--- src/rtl/imm_pkg.sv ---
// Shared encodings for the immediate generator: format selects, RV opcodes,
// funct3 values that pick shift/CSR-immediate variants, and the opcode decoder.
package imm_pkg;

  typedef enum logic [2:0] {
    IMM_I   = 3'b000,
    IMM_S   = 3'b001,
    IMM_B   = 3'b010,
    IMM_U   = 3'b011,
    IMM_J   = 3'b100,
    IMM_Z   = 3'b101,
    IMM_SH  = 3'b110,
    IMM_RSV = 3'b111
  } imm_sel_e;

  localparam logic [6:0] OP_IMM    = 7'b0010011;
  localparam logic [6:0] OP_LOAD   = 7'b0000011;
  localparam logic [6:0] OP_JALR   = 7'b1100111;
  localparam logic [6:0] OP_IMM32  = 7'b0011011;
  localparam logic [6:0] OP_STORE  = 7'b0100011;
  localparam logic [6:0] OP_BRANCH = 7'b1100011;
  localparam logic [6:0] OP_LUI    = 7'b0110111;
  localparam logic [6:0] OP_AUIPC  = 7'b0010111;
  localparam logic [6:0] OP_JAL    = 7'b1101111;
  localparam logic [6:0] OP_SYSTEM = 7'b1110011;

  localparam logic [2:0] F3_SLL    = 3'b001;
  localparam logic [2:0] F3_SRX    = 3'b101;
  localparam logic [2:0] F3_CSRRWI = 3'b101;
  localparam logic [2:0] F3_CSRRSI = 3'b110;
  localparam logic [2:0] F3_CSRRCI = 3'b111;

  // Unknown opcodes map to IMM_RSV so the extractor flags them illegal.
  function automatic imm_sel_e decode_fmt(input logic [6:0] op, input logic [2:0] f3,
                                          input logic rv64);
    logic     is_sh;
    imm_sel_e fmt;
    is_sh = (f3 == F3_SLL) || (f3 == F3_SRX);
    fmt   = IMM_RSV;
    case (op)
      OP_IMM:           fmt = is_sh ? IMM_SH : IMM_I;
      OP_LOAD, OP_JALR: fmt = IMM_I;
      OP_IMM32:         fmt = rv64 ? (is_sh ? IMM_SH : IMM_I) : IMM_RSV;
      OP_STORE:         fmt = IMM_S;
      OP_BRANCH:        fmt = IMM_B;
      OP_LUI, OP_AUIPC: fmt = IMM_U;
      OP_JAL:           fmt = IMM_J;
      OP_SYSTEM:        fmt = ((f3 == F3_CSRRWI) || (f3 == F3_CSRRSI) || (f3 == F3_CSRRCI))
                              ? IMM_Z : IMM_I;
      default:          fmt = IMM_RSV;
    endcase
    return fmt;
  endfunction

endpackage

--- src/rtl/imm_gen_pipe_if.sv ---
// Handshake bundle between the decode front-end, the immediate generator and its consumer.
interface imm_gen_pipe_if #(
  parameter int XLEN  = 32,
  parameter int CNT_W = 16
);
  import imm_pkg::*;

  logic             in_valid;
  logic             in_ready;
  logic [31:0]      Instr;
  imm_sel_e         ImmSel;
  logic             out_valid;
  logic             out_ready;
  logic [XLEN-1:0]  ExtImm;
  imm_sel_e         ImmFmt;
  logic             ImmIllegal;
  logic [CNT_W-1:0] IllegalCnt;

  modport master (
    output in_valid, Instr, ImmSel, out_ready,
    input  in_ready, out_valid, ExtImm, ImmFmt, ImmIllegal, IllegalCnt
  );

  modport slave (
    input  in_valid, Instr, ImmSel, out_ready,
    output in_ready, out_valid, ExtImm, ImmFmt, ImmIllegal, IllegalCnt
  );
endinterface

--- src/rtl/imm_fmt_extract.sv ---
// Combinational immediate extraction for one RV format, sized to XLEN.
// Opcode bits [6:0] never contribute to an immediate, so only [31:7] is taken.
module imm_fmt_extract
  import imm_pkg::*;
#(
  parameter int XLEN = 32
) (
  input  logic [31:7]     instr_i,
  input  imm_sel_e        fmt_i,
  output logic [XLEN-1:0] imm_o,
  output logic            illegal_o
);

  logic signed [11:0] imm_i12;
  logic signed [11:0] imm_s12;
  logic signed [12:0] imm_b13;
  logic signed [31:0] imm_u32;
  logic signed [20:0] imm_j21;

  always_comb begin
    imm_i12   = instr_i[31:20];
    imm_s12   = {instr_i[31:25], instr_i[11:7]};
    imm_b13   = {instr_i[31], instr_i[7], instr_i[30:25], instr_i[11:8], 1'b0};
    imm_u32   = {instr_i[31:12], 12'b0};
    imm_j21   = {instr_i[31], instr_i[19:12], instr_i[20], instr_i[30:21], 1'b0};
    imm_o     = '0;
    illegal_o = 1'b0;
    // Signed size casts sign-extend to XLEN; Z and SH are unsigned and zero-extend.
    case (fmt_i)
      IMM_I:   imm_o = XLEN'(imm_i12);
      IMM_S:   imm_o = XLEN'(imm_s12);
      IMM_B:   imm_o = XLEN'(imm_b13);
      IMM_U:   imm_o = XLEN'(imm_u32);
      IMM_J:   imm_o = XLEN'(imm_j21);
      IMM_Z:   imm_o = XLEN'(instr_i[19:15]);
      IMM_SH:  imm_o = (XLEN == 64) ? XLEN'(instr_i[25:20]) : XLEN'(instr_i[24:20]);
      default: illegal_o = 1'b1;
    endcase
  end

endmodule

--- src/rtl/imm_gen_pipe.sv ---
// Registered immediate generator: output register plus one skid entry, FIFO ordered,
// with a saturating count of illegal results handed to the consumer.
module imm_gen_pipe
  import imm_pkg::*;
#(
  parameter int XLEN        = 32,
  parameter bit AUTO_DECODE = 1'b0,
  parameter int CNT_W       = 16
) (
  input  logic           clk,
  input  logic           rst_n,
  input  logic           flush,
  imm_gen_pipe_if.slave  bus
);

  typedef struct packed {
    logic [XLEN-1:0] imm;
    imm_sel_e        fmt;
    logic            illegal;
  } entry_t;

  imm_sel_e        fmt_sel;
  logic [XLEN-1:0] in_imm;
  logic            in_ill;
  entry_t          in_ent;

  entry_t          out_q, out_d, skid_q, skid_d;
  logic            out_vld_q, out_vld_d, skid_vld_q, skid_vld_d;
  logic            rdy_q, rdy_d;
  logic [CNT_W-1:0] cnt_q, cnt_d;
  logic            push, pop;

  assign fmt_sel = AUTO_DECODE ? decode_fmt(bus.Instr[6:0], bus.Instr[14:12], XLEN == 64)
                               : bus.ImmSel;

  imm_fmt_extract #(.XLEN(XLEN)) u_extract (
    .instr_i   (bus.Instr[31:7]),
    .fmt_i     (fmt_sel),
    .imm_o     (in_imm),
    .illegal_o (in_ill)
  );

  assign in_ent = '{imm: in_imm, fmt: fmt_sel, illegal: in_ill};
  assign push   = bus.in_valid && rdy_q;
  assign pop    = out_vld_q && bus.out_ready;

  always_comb begin
    out_d      = out_q;
    out_vld_d  = out_vld_q;
    skid_d     = skid_q;
    skid_vld_d = skid_vld_q;
    cnt_d      = cnt_q;
    if (flush) begin
      out_vld_d  = 1'b0;
      skid_vld_d = 1'b0;
    end else begin
      if (pop && out_q.illegal && (cnt_q != '1)) cnt_d = cnt_q + CNT_W'(1);
      // Output slot frees up: refill from skid first to keep FIFO order.
      if (pop || !out_vld_q) begin
        if (skid_vld_q) begin
          out_d      = skid_q;
          out_vld_d  = 1'b1;
          skid_vld_d = push;
          if (push) skid_d = in_ent;
        end else begin
          out_vld_d = push;
          if (push) out_d = in_ent;
        end
      end else if (push) begin
        skid_d     = in_ent;
        skid_vld_d = 1'b1;
      end
    end
    rdy_d = !skid_vld_d;
  end

  always_ff @(posedge clk or negedge rst_n) begin
    if (!rst_n) begin
      out_q      <= '0;
      skid_q     <= '0;
      out_vld_q  <= 1'b0;
      skid_vld_q <= 1'b0;
      rdy_q      <= 1'b0;
      cnt_q      <= '0;
    end else begin
      out_q      <= out_d;
      skid_q     <= skid_d;
      out_vld_q  <= out_vld_d;
      skid_vld_q <= skid_vld_d;
      rdy_q      <= rdy_d;
      cnt_q      <= cnt_d;
    end
  end

  assign bus.in_ready   = rdy_q;
  assign bus.out_valid  = out_vld_q;
  assign bus.ExtImm     = out_q.imm;
  assign bus.ImmFmt     = out_q.fmt;
  assign bus.ImmIllegal = out_q.illegal;
  assign bus.IllegalCnt = cnt_q;

endmodule
--- src/flat_wrapper.sv ---
// flat-port wrapper written by rule: the top's interface ports become plain ports
module imm_gen_pipe_flat import imm_pkg::*;
#(
  parameter int XLEN        = 32,
  parameter bit AUTO_DECODE = 1'b0,
  parameter int CNT_W       = 16
)
  (clk, rst_n, flush, bus_in_valid, bus_Instr, bus_ImmSel, bus_out_ready, bus_in_ready, bus_out_valid, bus_ExtImm, bus_ImmFmt, bus_ImmIllegal, bus_IllegalCnt);
  imm_gen_pipe_if #(.XLEN(XLEN), .CNT_W(CNT_W)) bus_i ();
  input  logic clk;
  input  logic rst_n;
  input  logic flush;
  input wire logic [$bits(bus_i.in_valid)-1:0] bus_in_valid;
  input wire logic [$bits(bus_i.Instr)-1:0] bus_Instr;
  input wire logic [$bits(bus_i.ImmSel)-1:0] bus_ImmSel;
  input wire logic [$bits(bus_i.out_ready)-1:0] bus_out_ready;
  output wire logic [$bits(bus_i.in_ready)-1:0] bus_in_ready;
  output wire logic [$bits(bus_i.out_valid)-1:0] bus_out_valid;
  output wire logic [$bits(bus_i.ExtImm)-1:0] bus_ExtImm;
  output wire logic [$bits(bus_i.ImmFmt)-1:0] bus_ImmFmt;
  output wire logic [$bits(bus_i.ImmIllegal)-1:0] bus_ImmIllegal;
  output wire logic [$bits(bus_i.IllegalCnt)-1:0] bus_IllegalCnt;
  assign bus_i.in_valid = bus_in_valid;
  assign bus_i.Instr = bus_Instr;
  assign bus_i.ImmSel = bus_ImmSel;
  assign bus_i.out_ready = bus_out_ready;
  assign bus_in_ready = bus_i.in_ready;
  assign bus_out_valid = bus_i.out_valid;
  assign bus_ExtImm = bus_i.ExtImm;
  assign bus_ImmFmt = bus_i.ImmFmt;
  assign bus_ImmIllegal = bus_i.ImmIllegal;
  assign bus_IllegalCnt = bus_i.IllegalCnt;
  imm_gen_pipe #(.XLEN(XLEN), .AUTO_DECODE(AUTO_DECODE), .CNT_W(CNT_W)) u_core (.clk(clk), .rst_n(rst_n), .flush(flush), .bus(bus_i));
endmodule
--- config.mk ---
export PLATFORM = sky130hd
export DESIGN_NAME = imm_gen_pipe_flat
export DESIGN_NICKNAME = d
export VERILOG_FILES = /design/src/rtl/imm_pkg.sv /design/src/rtl/imm_gen_pipe_if.sv /design/src/rtl/imm_fmt_extract.sv /design/src/rtl/imm_gen_pipe.sv /design/src/flat_wrapper.sv
export SDC_FILE = /design/constraint.sdc
export NUM_CORES = 1
export LEC_CHECK = 0
export CORE_MARGIN = 1.5
export CORE_UTILIZATION = 40
export CTS_BUF_LIST = sky130_fd_sc_hd__clkbuf_4 sky130_fd_sc_hd__clkbuf_8
export DETAILED_ROUTE_END_ITERATION = 8
export GPL_ROUTABILITY_DRIVEN = 0
export PLACE_DENSITY = 0.68
export REMOVE_ABC_BUFFERS = 1
export SLEW_MARGIN = 25
export SYNTH_ARGS = -nofsm -noshare
export SYNTH_HDL_FRONTEND = slang
export SYNTH_SLANG_ARGS = --single-unit
--- constraint.sdc ---
create_clock -name clk -period 1.8 [get_ports clk]
set_input_delay 0.36 -clock clk [delete_from_list [all_inputs] [get_ports clk]]
set_output_delay 0.36 -clock clk [all_outputs]
set_load 0.005 [all_outputs]
==> impl_metrics.ini, run 1 <==
[pwr]
clockPowerShare_pct = 29.7
p_sw_mw = 1.50
p_seq_share_pct = 47.9
power_frac_comb_pct = 22.3
sw_frac_of_total_pct = 27.5
power_density_nw_per_um2 = 904
ir_drop_uv = 480
p_total_mw = 5.43
internal_power_mw = 3.93
p_leak_nw = 2.62

[synth]
synth_edf_count = 0
syn_area_per_cell_um2 = 9.50
yosys_warnings = 0
synth_top_area_share_pct = 51.7
synth.largest_area_cell = dfrtp_1
syn_inst = 463
ys_ff_latch = 91
synth_cell_types = 51
yosysMostFrequentCell = dfrtp_1
seq_area_frac_synth_pct = 51.7
synthTopCellsByArea = dfrtp_1 (52%), nand2_1 (6.3%), o21ai_1 (4.5%)
synth_commonest_cells = dfrtp_1 (91), nand2_1 (74), o21ai_1 (40), a21oi_1 (30), nand3_1 (26)
synth_ff_type = dfrtp_1
synthArstFlopShare_pct = 100
syn_area_um2 = 4400

[cells_and_area]
nets = 621
area_delta_synth_final_pct = 36.5
regArea_um2 = 2280
multi_input_area_um2 = 1960
fill_cells = 996
num_antenna_cells = 0
drive_gt1_share_pct = 15.6

[critical_path]
endpoint_kind = primary output
critPathTopFamily = buffers and inverters
crit_type = flip-flop to primary output
slowest_stage = clkdlybuf4s50_1
crit_arrival_ns = 1.36
crit_path_cell_trace = clkdlybuf4s50_1
path_buf_inv = 1
critPathRequiredTime_ns = 1.44
cpPeakStageDelay_ns = 0.54
worst-path-max-fanout = 6
cp-start-kind = flip-flop

[sta]
fmax_mhz = 580
period_share_pct = 95.7
skew_ns = 0.00907
fin_setup_tns_ns = 0
fin_ws_ns = 0.0769
hold_viol = 0
period_needed_ns = 1.72
maxSlewHeadroom_pct = 61.5
tightest_slew_ns = 0.576
maxSlewViolCount = 0
setup_viol = 0
rsz0062_at_grt = false

[cts]
clk_pin_slew_ns = 0.09
cts-buffers-inserted = 9
cts_tree = done
cts_sinks = 91
clk_latency_ns = 0.36
post_cts_buffers = 0
cts_root_buf = clkbuf_8
htree_levels = 3
cts_max_path_buffers = 2

[route]
vias = 3931
drc = 0
vias_per_cell = 5.42
drtIter0Drc = 184
post_drt_wl_per_cell_um = 15.3
finalWirelength_mm = 11.1
ant_nets = 0
drt_pre_antenna_iters = 4

[placement]
port_buffers = 86
dp_slack_ns = -0.333
hpwl_mm = 8.05

[global_route]
track_usage_pct = 20.0
grt_pass1_wl_mm = 18.3
grt-ovfl-total = 0
first_global_vias = 3742
antenna_found_initial = 0
grt_max_degree = 44

[floorplan]
design.core.area_um2 = 10800
rows = 38
dieArea_um2 = 11600
ioPinCount = 94
die_w_um = 108
die_h_um = 108
floorplan.initialDensity_pct = 40.8

[min_path]
holdCritPathClass = primary input to asynchronous set/reset pin

[outcome]
outcome = completed

[run]
cap_viol_max_count = 0
what timing repair did:
action | in CTS | in global routing
hold endpoints to repair | 15 | 0
endpoints found under the setup margin | 0 | 10
hold buffers | 1 | 0
resized for setup | 0 | 3
layout by cell type, fill, tap and decap left out, types with 3 or more instances in the layout:
cell type,synthesis,routed
buf_12,0,4
o21ai_1,40,40
inv_1,14,14
a21oi_1,30,30
o31ai_1,4,4
mux2i_1,3,3
nand4_1,4,4
nand3_1,26,26
a222oi_1,4,4
o21ai_0,8,8
nand2_1,74,74
o211ai_1,17,17
a21oi_2,6,6
nand2b_1,7,7
and2_1,3,3
clkbuf_8,0,11
clkdlybuf4s50_1,0,85
xnor2_1,6,6
a31oi_1,9,9
nor3_1,4,4
o22ai_1,7,7
a211oi_1,5,5
buf_4,2,49
dfrtp_1,91,91
nor2_1,20,20
o311a_1,8,8
xor2_1,6,6
flip-flops by register name (all words and copies together), names as in the netlist:
name,flops
u_core.bus.ExtImm,32
u_core.bus.IllegalCnt,16
u_core.bus.ImmFmt,3
u_core.bus.ImmIllegal,1
u_core.bus.in_ready,1
u_core.bus.out_valid,1
u_core.skid_q,36
u_core.skid_vld_q,1
cell type report:
class / instances / area share (%)
Clock buffer: 11 / 2.52
Clock inverter: 5 / 1.40
Inverter: 14 / 0.875
Multi-Input combinational cell: 325 / 32.6
Sequential cell: 91 / 37.9
Tap cell: 140 / 2.92
Timing Repair Buffer: 139 / 21.8
metal layers:
metal | vias up | global-route usage, % | share of wire, %
met5 | - | 0 | 0
met4 | 0 | 6.58 | 1.6
met3 | 17 | 2.91 | 4.5
met2 | 117 | 31.9 | 48
met1 | 1908 | 27.8 | 46
li1 | 1889 | - | -
through the flow:
stage | cells | util (%) | hold slack (ns) | cell area (µm²)
after floorplan | 430 | - | 0.0644 | 4260
after detailed placement | 708 | 53.3 | 0.249 | 5750
after CTS | 725 | 55.6 | 0.399 | 6000
after global placement | 708 | 53.3 | 0.247 | 5750
final | 725 | 55.7 | 0.406 | 6010
after global routing | 725 | 55.7 | 0.409 | 6010
power groups by stage:
stage / combinational, mW / sequential, mW / clock [mW]
global route: 1.35 / 2.64 / 1.73
floorplan: 0.472 / 2.62 / 0
global placement: 1.19 / 2.63 / 0
CTS: 1.23 / 2.60 / 1.64
finish: 1.21 / 2.60 / 1.61
detailed placement: 1.23 / 2.64 / 0
worst paths after layout:
kind / startpoint / end / slack [ns] / cells past startpoint
min in group clk: u_core.skid_q[34] / u_core.skid_q[34] / 0.49 / 2
max: u_core.bus.IllegalCnt[2] / bus_IllegalCnt[2] / 0.08 / 1
min: rst_n / u_core.bus.IllegalCnt[2] / 0.41 / 2
max in group asynchronous: rst_n / u_core.bus.ExtImm[1] / 0.84 / 3
min reg2reg: u_core.skid_q[34] / u_core.skid_q[34] / 0.49 / 2
max reg2reg: u_core.bus.IllegalCnt[1] / u_core.bus.IllegalCnt[13] / 0.11 / 6
kinds of logic after synthesis:
group                    Yosys count  synth area share [%]
AO/OA/AOI/OAI                    143                  20.6
XOR/XNOR                          12                  2.39
adder cells (fa/ha/maj)            2                 0.512
buffers and inverters             47                  4.41
flip-flops                        91                  51.7
multiplexers                       7                  1.79
AND/OR/NAND/NOR                  161                  18.6
Note: power is estimated with default switching activity, not from simulation.
==> run 2: changes to the inputs <==
- CORE_UTILIZATION: 40 -> 44
- PLACE_DENSITY: 0.68 -> 0.73
==> run 2 against run 1 <==
Sequential share of layout area decreased by 0.28 points. First-iteration DRC count increased by 14%. Combinational power increased by 3%. Worst setup slack got worse by 0.021 ns. Register-to-register slack improved by 0.05 ns. Final cell count decreased by 0.41%. Clock skew increased by 0.00051 ns. Critical endpoint is now u_core.bus.ExtImm[3]. Largest power group unchanged.
==> impl_metrics.ini, run 2 (synthesized netlist as in run 1, its figures left out) <==
[outcome]
outcome = completed

[pwr]
p_sw_mw = 1.50
internal_power_mw = 3.90
sw_frac_of_total_pct = 27.7
power_frac_comb_pct = 23.2
power_density_nw_per_um2 = 892
p_total_mw = 5.40
p_leak_nw = 2.64
p_seq_share_pct = 48.2
ir_drop_uv = 426
clockPowerShare_pct = 28.6

[global_route]
track_usage_pct = 23.0
grt_max_degree = 38
grt_pass1_wl_mm = 18.9
first_global_vias = 3865
grt-ovfl-total = 0
antenna_found_initial = 0

[floorplan]
design.core.area_um2 = 9730
die_w_um = 103
die_h_um = 103
ioPinCount = 94
rows = 36
dieArea_um2 = 10600
floorplan.initialDensity_pct = 45.2

[critical_path]
crit_type = primary input to flip-flop
cp-start-kind = primary input
critPathRequiredTime_ns = 2.03
worst-path-max-fanout = 9
crit_path_frequent_cell = buf_4
endpoint_kind = flip-flop
crit_path_cell_trace = clkdlybuf4s50_1 > buf_4 > nor2_1 > a222oi_1 > buf_4 > o211ai_1
crit_arrival_ns = 1.98
critPathTopFamily = buffers and inverters
cpPeakStageDelay_ns = 0.60
path_buf_inv = 3
slowest_stage = clkdlybuf4s50_1

[cts]
cts_tree = done
clk_latency_ns = 0.36
htree_levels = 3
clk_pin_slew_ns = 0.09
cts_root_buf = clkbuf_8
cts_max_path_buffers = 2
post_cts_buffers = 0
cts-buffers-inserted = 9
cts_sinks = 91

[route]
drc = 0
drt_pre_antenna_iters = 6
vias = 4006
finalWirelength_mm = 11.4
drtIter0Drc = 210
vias_per_cell = 5.55
ant_nets = 0
post_drt_wl_per_cell_um = 15.9

[sta]
maxSlewHeadroom_pct = 70.3
tightest_slew_ns = 0.446
maxSlewViolCount = 0
fin_ws_ns = 0.0563
skew_ns = 0.00959
hold_viol = 0
fmax_mhz = 574
period_share_pct = 96.9
setup_viol = 0
period_needed_ns = 1.74

[run]
cap_viol_max_count = 0

[placement]
dpl.cell_count = 706
hpwl_mm = 8.19
port_buffers = 86
place_area_um2 = 5820
dp_slack_ns = -0.318

[min_path]
holdCritPathClass = primary input to asynchronous set/reset pin

[cells_and_area]
nets = 626
max_flop_register = u_core.skid_q
area_delta_synth_final_pct = 37.5
stdcell_count = 722
num_antenna_cells = 0
largest_reg_flops = 36
final_area_um2 = 6050
final_common_cell = dfrtp_1
drive_gt1_share_pct = 15.8
layout_common_cells = dfrtp_1 (91), clkdlybuf4s50_1 (85), nand2_1 (74)
==> run 2: cell count changes in the layout (fill, tap and decap cells not counted), sizes merged <==
cell	change
buf	+5
clkinv	+2
clkbuf	-1
clkinvlp	-1
inv	-1
==> run 2: repair_timing <==
action,in CTS,in global routing
resized for setup,0,2
hold endpoints to repair,26,0
endpoints found under the setup margin,0,6
hold buffers,1,0
==> run 2: metrics by stage <==
stage                     util, %  hold slack [ns]  setup TNS [ns]
after floorplan                 -           0.0644          -62.72
after global placement       59.8            0.317          -10.86
after detailed placement     59.8            0.324          -13.08
after CTS                    62.1            0.484               0
after global routing         62.2            0.505         -0.0157
final                        62.2            0.470               0
==> run 2: path summary, 6_finish.rpt <==
check,start,to,slack [ns],cells after the start
setup / recovery,bus_ImmSel[2],u_core.bus.ExtImm[3],0.06,6
hold reg to reg,u_core.skid_q[35],u_core.skid_q[35],0.48,2
setup reg to reg,u_core.bus.IllegalCnt[0],u_core.bus.IllegalCnt[2],0.16,6
min in group clk,u_core.skid_q[35],u_core.skid_q[35],0.48,2
hold / removal,rst_n,u_core.bus.ExtImm[6],0.47,2
max in group asynchronous,rst_n,u_core.bus.ExtImm[9],0.80,3
==> run 2: area by class of cell <==
| cell class | count | area, µm² |
|---|---|---|
| multi-input cells | 325 | 1950 |
| fillers | 833 | 3680 |
| repair buffers | 144 | 1390 |
| flip-flops and latches | 91 | 2280 |
| well taps | 133 | 166 |
| clock inverters | 5 | 77.6 |
| clock buffers | 10 | 138 |
| inverters | 14 | 52.6 |
==> run 2: layer usage <==
| metal | GRT usage, % | routed length (µm) |
|---|---|---|
| met1 | 31.7 | 5060 |
| met2 | 36.9 | 5590 |
| met3 | 3.25 | 656 |
| met4 | 8.94 | 142 |
| met5 | 0 | 0 |
==> run 2: power groups by stage <==
stage	sequential, mW	combinational, mW	clock (mW)
5_1_grt	2.65	1.39	1.63
2_1_floorplan	2.62	0.472	0
3_3_place_gp	2.62	1.21	0
4_1_cts	2.60	1.26	1.56
6_report	2.60	1.25	1.54
3_5_place_dp	2.64	1.26	0
==> run 3: changes to the inputs <==
--- a/config.mk
+++ b/config.mk
@@ -7,2 +7,3 @@
 export LEC_CHECK = 0
+export CAP_MARGIN = 40
 export CORE_MARGIN = 1.5
@@ -12,3 +13,3 @@
 export GPL_ROUTABILITY_DRIVEN = 0
-export PLACE_DENSITY = 0.73
+export PLACE_DENSITY = 0.83
 export REMOVE_ABC_BUFFERS = 1
--- a/constraint.sdc
+++ b/constraint.sdc
@@ -3,2 +3,2 @@
 set_output_delay 0.36 -clock clk [all_outputs]
-set_load 0.005 [all_outputs]
+set_load 0.01 [all_outputs]
==> run 3 against run 2 <==
Non-clock buffer count down 10. Routed wire length shrank 1.6%. Critical path depth shrank 5. Register-to-register slack got worse by 0.03 ns. Sequential power barely moved. Via count decreased by 1.1%. Global-route usage is 0.36 points higher. Count of clock-buffer cells in the layout increased by 2. Die area unchanged. Utilization down 1.3 points. Fmax decreased by 0.34%. Flip-flop and latch count unchanged.
==> impl_metrics.ini, run 3 (synthesized netlist as in run 1, its figures left out) <==
[sta]
tightest_slew_ns = 0.432
fin_setup_tns_ns = 0
hold_viol = 0
fin_ws_ns = 0.0504
maxSlewHeadroom_pct = 71.2
hold_slack_ns = 0.460
rsz0062_at_grt = true
maxSlewViolCount = 0
period_share_pct = 97.2
period_needed_ns = 1.75
skew_ns = 0.0112
fmax_mhz = 572
setup_viol = 0

[pwr]
p_total_mw = 5.19
ir_drop_uv = 538
power_density_nw_per_um2 = 877
p_leak_nw = 2.59

[cts]
cts_sinks = 91
htree_levels = 3
clk_pin_slew_ns = 0.09
cts_root_buf = clkbuf_8
cts_max_path_buffers = 2
cts_tree = done
cts-buffers-inserted = 9
clk_latency_ns = 0.35
post_cts_buffers = 0

[critical_path]
reg2reg_depth = 6
cp-start-kind = flip-flop
reg2reg_to = u_core.bus.IllegalCnt[14]
worst-path-max-fanout = 6
crit_arrival_ns = 1.39
endpoint_kind = primary output
critPathTopFamily = buffers and inverters
r2r-start = u_core.bus.IllegalCnt[1]
path_buf_inv = 1
critPathRequiredTime_ns = 1.44
slowest_stage = clkdlybuf4s50_1
cpPeakStageDelay_ns = 0.58
crit_path_cell_trace = clkdlybuf4s50_1
r2r_slack_ns = 0.13
crit_type = flip-flop to primary output

[global_route]
grt_pass1_wl_mm = 19.4
antenna_found_initial = 0
grt-ovfl-total = 0
track_usage_pct = 23.4
first_global_vias = 4057
grt_max_degree = 40

[route]
vias_per_cell = 5.56
drt_pre_antenna_iters = 7
drc = 0
post_drt_wl_per_cell_um = 15.8
finalWirelength_mm = 11.3
vias = 3962
drtIter0Drc = 201
ant_nets = 0

[placement]
port_buffers = 86
place_area_um2 = 5700
dp_slack_ns = -0.295
hpwl_mm = 8.21

[floorplan]
ioPinCount = 94
rows = 36
floorplan.initialDensity_pct = 45.2
die_h_um = 103
design.core.area_um2 = 9730
dieArea_um2 = 10600
die_w_um = 103

[outcome]
outcome = completed

[run]
cap_viol_max_count = 0

[cells_and_area]
final_common_cell = dfrtp_1
largest_reg_flops = 36
area_delta_synth_final_pct = 34.6
drive_gt1_share_pct = 15.0
layout_common_cells = dfrtp_1 (88), clkdlybuf4s50_1 (82), nand2_1 (74)
final_area_um2 = 5920
num_antenna_cells = 0
nets = 616
max_flop_register = u_core.skid_q

[min_path]
holdCritPathClass = primary input to asynchronous set/reset pin
[run 3: cell types whose count changed in the layout (fill, tap and decap cells not counted), sizes merged]
cell           change
dlymetal6s2s       +3
clkdlybuf4s50      -3
clkbuf             +2
buf               -10
clkinvlp           +2
bufinv             -2
clkinv             -2
[run 3: what timing repair did]
action | CTS | global route
resized for setup | 0 | 8
endpoints found under the setup margin | 0 | 21
hold buffers | 1 | 0
endpoints found under the hold margin | 25 | 0
[run 3: worst max path at each step]
stage / start / to / slack [ns] / cells after the start
final: u_core.bus.IllegalCnt[9] / bus_IllegalCnt[9] / 0.05 / 1
after global routing: u_core.bus.IllegalCnt[1] / u_core.bus.IllegalCnt[14] / -0.02 / 6
after CTS: u_core.bus.IllegalCnt[13] / bus_IllegalCnt[13] / 0.02 / 1
after detailed placement: bus_ImmSel[0] / u_core.bus.ExtImm[30] / -0.30 / 6
after global placement: bus_ImmSel[0] / u_core.bus.ExtImm[29] / -0.24 / 6
after floorplan: u_core.skid_vld_q / u_core.bus.ExtImm[0] / -1.16 / 4
[run 3: through the flow]
stage          instances  util, %
6_report             712     60.9
5_1_grt              712     60.9
4_1_cts              712     60.7
3_5_place_dp         696     58.6
3_3_place_gp         696     58.6
2_1_floorplan        430        -
[run 3: power by group]
group | internal, mW | switching (mW)
Combinational | 0.673 | 0.622
Sequential | 2.40 | 0.199
Clock | 0.608 | 0.694
[run 3: cell type report]
class,instances,area [µm²]
repair buffers,134,1280
flip-flops and latches,91,2280
clock inverters,3,22.5
well taps,133,166
inverters,14,52.6
fillers,821,3810
multi-input cells,325,1960
clock buffers,12,165
[run 3: layer usage]
metal  routed length [µm]  vias up  track usage [%]
met1                 4720     1944             29.0
li1                     -     1880                -
met5                    0        -                0
met3                  723        5             5.69
met2                 5770      133             41.4
met4                   59        0             5.09
[run 3: worst register-to-register path: stages (launching register included)]
cell and delay, ns:
dfrtp_1 0.37, ha_1 0.20, nand4_1 0.23, nor3_2 0.38, buf_4 0.18, a31oi_1 0.10
a21oi_1 0.15
==> variant 1 (config.mk and constraints of run 3) <==
`XLEN` is set to 32 in 4 places; all go to 36.
--- a/src/rtl/imm_gen_pipe_if.sv
+++ b/src/rtl/imm_gen_pipe_if.sv
@@ -1,6 +1,6 @@
 // Handshake bundle between the decode front-end, the immediate generator and its consumer.
 interface imm_gen_pipe_if #(
-  parameter int XLEN  = 32,
+  parameter int XLEN  = 36,
   parameter int CNT_W = 16
 );
   import imm_pkg::*;
--- a/src/rtl/imm_fmt_extract.sv
+++ b/src/rtl/imm_fmt_extract.sv
@@ -3,7 +3,7 @@
 module imm_fmt_extract
   import imm_pkg::*;
 #(
-  parameter int XLEN = 32
+  parameter int XLEN = 36
 ) (
   input  logic [31:7]     instr_i,
   input  imm_sel_e        fmt_i,
--- a/src/rtl/imm_gen_pipe.sv
+++ b/src/rtl/imm_gen_pipe.sv
@@ -3,7 +3,7 @@
 module imm_gen_pipe
   import imm_pkg::*;
 #(
-  parameter int XLEN        = 32,
+  parameter int XLEN        = 36,
   parameter bit AUTO_DECODE = 1'b0,
   parameter int CNT_W       = 16
 ) (
--- a/src/flat_wrapper.sv
+++ b/src/flat_wrapper.sv
@@ -1,7 +1,7 @@
 // flat-port wrapper written by rule: the top's interface ports become plain ports
 module imm_gen_pipe_flat import imm_pkg::*;
 #(
-  parameter int XLEN        = 32,
+  parameter int XLEN        = 36,
   parameter bit AUTO_DECODE = 1'b0,
   parameter int CNT_W       = 16
 )
Ports: changed (resized bus_ExtImm); port bits go from 94 to 98. The function was not compared with the original's and may differ.
==> variant 1 against run 3 <==
Wire length up 5.6%. Sequential cell count did not move. Worst hold slack lost 0.42 ns. Total power up 3.6%. Cell area rose by 2.3%. Synthesized area up 2.5%. Die area grew 2.4%. Worst setup slack improved by 0.0043 ns. Critical endpoint is now bus_IllegalCnt[10]. Largest cell class unchanged. Largest power group unchanged.
==> variant 1: results (changes against run 3) <==
Run status
  • Outcome: completed

Placed design
  • IO buf count: 90 (+4.7%)
  • Detailed placer's ending HPWL: 8639 um (+5.2%)
  • Worst slack at placement: -0.1706 ns (+0.1245 ns)

Power and ir drop
  • Sum of internal, switching and leakage power: 5.380 mW (+3.6%)
  • Peak supply drop: 0.0005231 V (-2.9%)
  • Internal power: 3.788 mW (+3.0%)
  • Clock share of power: 0.262 (+0.011)
  • Leak Pwr: 2.598 nW (+0.17%)

Synthesis
  • Adder-cell share of the synthesized area: 0.004993 (-0.0001249)
  • Multiplexer fraction of the synthesized cell area: 0.01221 (-0.005708)
  • Post-synthesis share of cell area spent on xor and xnor gates: 0.02718 (+0.003300)
  • Cell types with the highest counts after synthesis: sky130_fd_sc_hd__nand2_1 (96), sky130_fd_sc_hd__dfrtp_1 (91), sky130_fd_sc_hd__o21ai_0 (49)
  • Post-synthesis sequential area ratio: 0.5049 (-0.01263)
  • Yosys synthesis warning count: 0 (unchanged)
  • Distinct cell type count after synthesis: 45 (-12%)

Drt
  • First-iteration detailed-routing DRC count: 321 (+60%)
  • Routed len/inst: 15.70 um (-0.77%)
  • Avg Vias per Cell: 5.582 (+0.31%)

Global route
  • GRT met3 Usage: 0.03947 (-0.01748)
  • GRT met2 Usage: 0.3728 (-0.04121)
  • GRT met1 Usage: 0.2987 (+0.008797)
  • Antenna violations before repair: 0 (unchanged)
  • Pin count of the biggest net entering global routing: 92 (+130%)
  • Overall global routing resource usage: 0.2232 (-0.01040)
  • Vias in the first global route: 4,199 (+3.5%)

Final layout
  • Final Net Count: 661 (+7.3%)
  • Fraction of layout instances using a drive strength above 1: 0.1280 (-0.02226)

Worst setup path
  • Reg2Reg Depth: 5 (-1)
  • Capturing instance or port of the critical path: bus_IllegalCnt[10]
  • Top fanout value on the critical path: 7 (+1)
  • Critical Path AT: 1.39 ns (about the same)
  • Delay contributed by the slowest stage of the critical path: 0.54 ns (-0.04 ns)
  • Reg2reg start: u_core.bus.IllegalCnt[0]$_DFFE_PN0P_

STA
  • Final worst hold slack: 0.03761 ns (-0.4228 ns)
  • Final clock skew: 0.008445 ns (-0.002715 ns)
  • Max_slew headroom: 0.5714 (-0.1407)
  • Final worst path period need: 1.745 ns (-0.004284 ns)

Clocking
  • Buffer levels on the longest clock path: 2 (unchanged)
[variant 1: stage by stage]
stage,instance area [um^2],utilization,instances
finish,6061,0.6144,758
global route,6061,0.6144,758
CTS,6053,0.6136,758
detailed placement,5849,0.5930,742
global placement,5849,0.5930,742
floorplan,4328,-,469
[variant 1: area by class of cell]
| cell class | instances | area (um^2) |
|---|---|---|
| multi-input combinational | 368 | 2026 |
| fill | 786 | 3804 |
| tap | 133 | 166.4 |
| clock inverter | 6 | 65.06 |
| clock buffer | 10 | 137.6 |
| sequential | 91 | 2280 |
| timing repair buffer | 140 | 1349 |
| inverter | 10 | 37.54 |
[variant 1: repair_timing]
item	4_1_cts	5_1_grt
gates resized for setup	1	2
buffers inserted	0	0
setup endpoints to repair	1	6
[variant 1: per-layer routing]
metal	wire [um]	share of wire
met4	115	0.0097
met2	5794	0.49
met5	0	0
met3	890	0.075
met1	5101	0.43
==> variant 2 (config.mk and constraints of run 3) <==
Without the edit above. Reset style: synchronous (`rst_n`), changed in one clocked block.
--- a/src/rtl/imm_gen_pipe.sv
+++ b/src/rtl/imm_gen_pipe.sv
@@ -74,7 +74,7 @@
     rdy_d = !skid_vld_d;
   end
 
-  always_ff @(posedge clk or negedge rst_n) begin
+  always_ff @(posedge clk) begin
     if (!rst_n) begin
       out_q      <= '0;
       skid_q     <= '0;
Formal check against the unedited RTL: differs if rst_n is asserted again (counterexample within 4 cycles, from zero or initial values and one cycle with rst_n low); with rst_n held inactive, the same outputs for 4 cycles.
==> variant 2 against run 3 <==
Sequential cell count did not move. Cell area down 6.2%. Maximum frequency decreased by 0.30%. Synthesized area is 7.9% lower. Critical path type unchanged. Final cell count fell by 0.42%. The flow now finishes with violations (DRC). Core utilization increased by 2.2 points. Worst setup slack worse by 0.0053 ns. Synthesized cell count is 4.3% higher. Wire length up 4.5%. Die area decreased by 7.7%. Critical endpoint is now bus_IllegalCnt[11].
Power is not compared: it rests on default switching activity, and its combinational part moved more than twofold at a synthesized area within 25%.
==> variant 2: results (changes against run 3) <==
Run status
  • Outcome: finished with violations
  • Violated checks: DRC

Worst setup path
  • Worst path top cell family by delay: buffers and inverters
  • Top fanout value on the critical path: 7 (+1)
  • Delay contributed by the slowest stage of the critical path: 0.58 ns (about the same)

Synthesis
  • Post-synthesis share of cell area spent on xor and xnor gates: 0.002160 (-0.02172)
  • Most area-consuming cells after synthesis: sky130_fd_sc_hd__dfxtp_1 (45%), sky130_fd_sc_hd__a21oi_1 (7.9%), sky130_fd_sc_hd__nand2_1 (6.3%)
  • Distinct cell type count after synthesis: 53 (+3.9%)
  • Multiplexer fraction of the synthesized cell area: 0.02253 (+0.004618)
  • Cell types with the highest counts after synthesis: sky130_fd_sc_hd__dfxtp_1 (91), sky130_fd_sc_hd__nand2_1 (68), sky130_fd_sc_hd__a21oi_1 (64)
  • Adder-cell share of the synthesized area: 0.008025 (+0.002907)
  • Area fraction in compound gates after synthesis: 0.2639 (+0.05803)
  • Share of async-settable or async-resettable flops after synthesis: 0 (-1.000)
  • Post-synthesis sequential area ratio: 0.4494 (-0.06810)

Power and ir drop
  • Peak supply drop: 0.0003806 V
  • Internal power: 2.864 mW

Placed design
  • Worst slack at placement: -0.4590 ns (-0.1638 ns)
  • Area after DPL: 5340 um^2 (-6.4%)
  • Detailed placer's ending HPWL: 8339 um (+1.6%)
  • IO buf count: 86 (unchanged)

Clocking
  • PostCTS Resize Cnt: 3 (+3)
  • Post-CTS Repair Setup Buffers: 0 (unchanged)
  • H-tree levels: 3 (unchanged)
  • Clk root buf: sky130_fd_sc_hd__clkbuf_8
  • Skew-Pair Late Insertion Delay: 0.36 ns

Global route
  • GRT met1 Usage: 0.2855 (-0.004438)
  • GRT met3 Usage: 0.05248 (-0.004467)
  • Antenna violations before repair: 1 (+1)
  • Pin count of the biggest net entering global routing: 42 (+5.0%)
  • Wire length of the first global-routing pass: 19,310 um (-0.32%)
  • Overall global routing resource usage: 0.2440 (+0.01035)
  • GRT met2 Usage: 0.4308 (+0.01680)
  • Vias in the first global route: 4,163 (+2.6%)

STA
  • Final clock skew: 0.006086 ns (-0.005074 ns)
  • Max_slew headroom: 0.6874 (-0.02470)

Drt
  • First-iteration detailed-routing DRC count: 263 (+31%)
  • Total DRC errors in the routed layout: 6 (+6)
  • Vias post-DR: 4,254 (+7.4%)
  • Routed len/inst: 16.60 um (+4.9%)
  • Initial DRT Pass Iterations: 7 (unchanged)

Worst hold path
  • Class of the most critical hold timing path: in2reg

Final layout
  • Final Net Count: 637 (+3.4%)
  • Fraction of layout instances using a drive strength above 1: 0.1464 (-0.003836)
  • Register name with the most flops: u_core.skid_q
variant 2: power by group through the flow:
stage / clock network (mW) / logic, mW / registers [mW]
6_report: 1.31 / 0.464 / 2.06
3_5_place_dp: 0 / 0.461 / 2.11
3_3_place_gp: 0 / 0.448 / 2.11
4_1_cts: 1.34 / 0.463 / 2.06
5_1_grt: 1.42 / 0.504 / 2.07
2_1_floorplan: 0 / 0.151 / 2.12
variant 2: per-stage QoR:
step | setup TNS [ns] | hold slack [ns] | instances
2_1_floorplan | -180.32 | 0.4323 | 443
3_3_place_gp | -16.66 | 0.4382 | 693
3_5_place_dp | -20.31 | 0.4452 | 693
4_1_cts | 0 | 0.3569 | 709
5_1_grt | -0.01218 | 0.3813 | 709
6_report | 0 | 0.3677 | 709
variant 2: final cells by class:
cell class | count | area, um^2
clock buffers | 13 | 160.2
clock inverters | 3 | 23.77
fillers | 761 | 3253
inverters | 8 | 30.03
multi-input cells | 344 | 2086
flip-flops and latches | 91 | 1826
well taps | 108 | 135.1
repair buffers | 142 | 1292
variant 2: worst paths after layout:
check,from,end,slack [ns],cells after the start
min reg2reg,u_core.skid_q[11]$_SDFFE_PN0P_,u_core.skid_q[11]$_SDFFE_PN0P_,0.46,2
min,rst_n,u_core.skid_q[10]$_SDFFE_PN0P_,0.37,3
max reg2reg,u_core.bus.IllegalCnt[0]$_SDFFE_PN0P_,u_core.bus.IllegalCnt[15]$_SDFFE_PN0P_,0.05,6
max,u_core.bus.IllegalCnt[11]$_SDFFE_PN0P_,bus_IllegalCnt[11],0.05,1
variant 2: layer usage:
metal | part of all wire | vias to the layer above
met5 | 0.0014 | -
met4 | 0.017 | 2
met3 | 0.064 | 18
met2 | 0.50 | 158
met1 | 0.42 | 2052
li1 | - | 2024
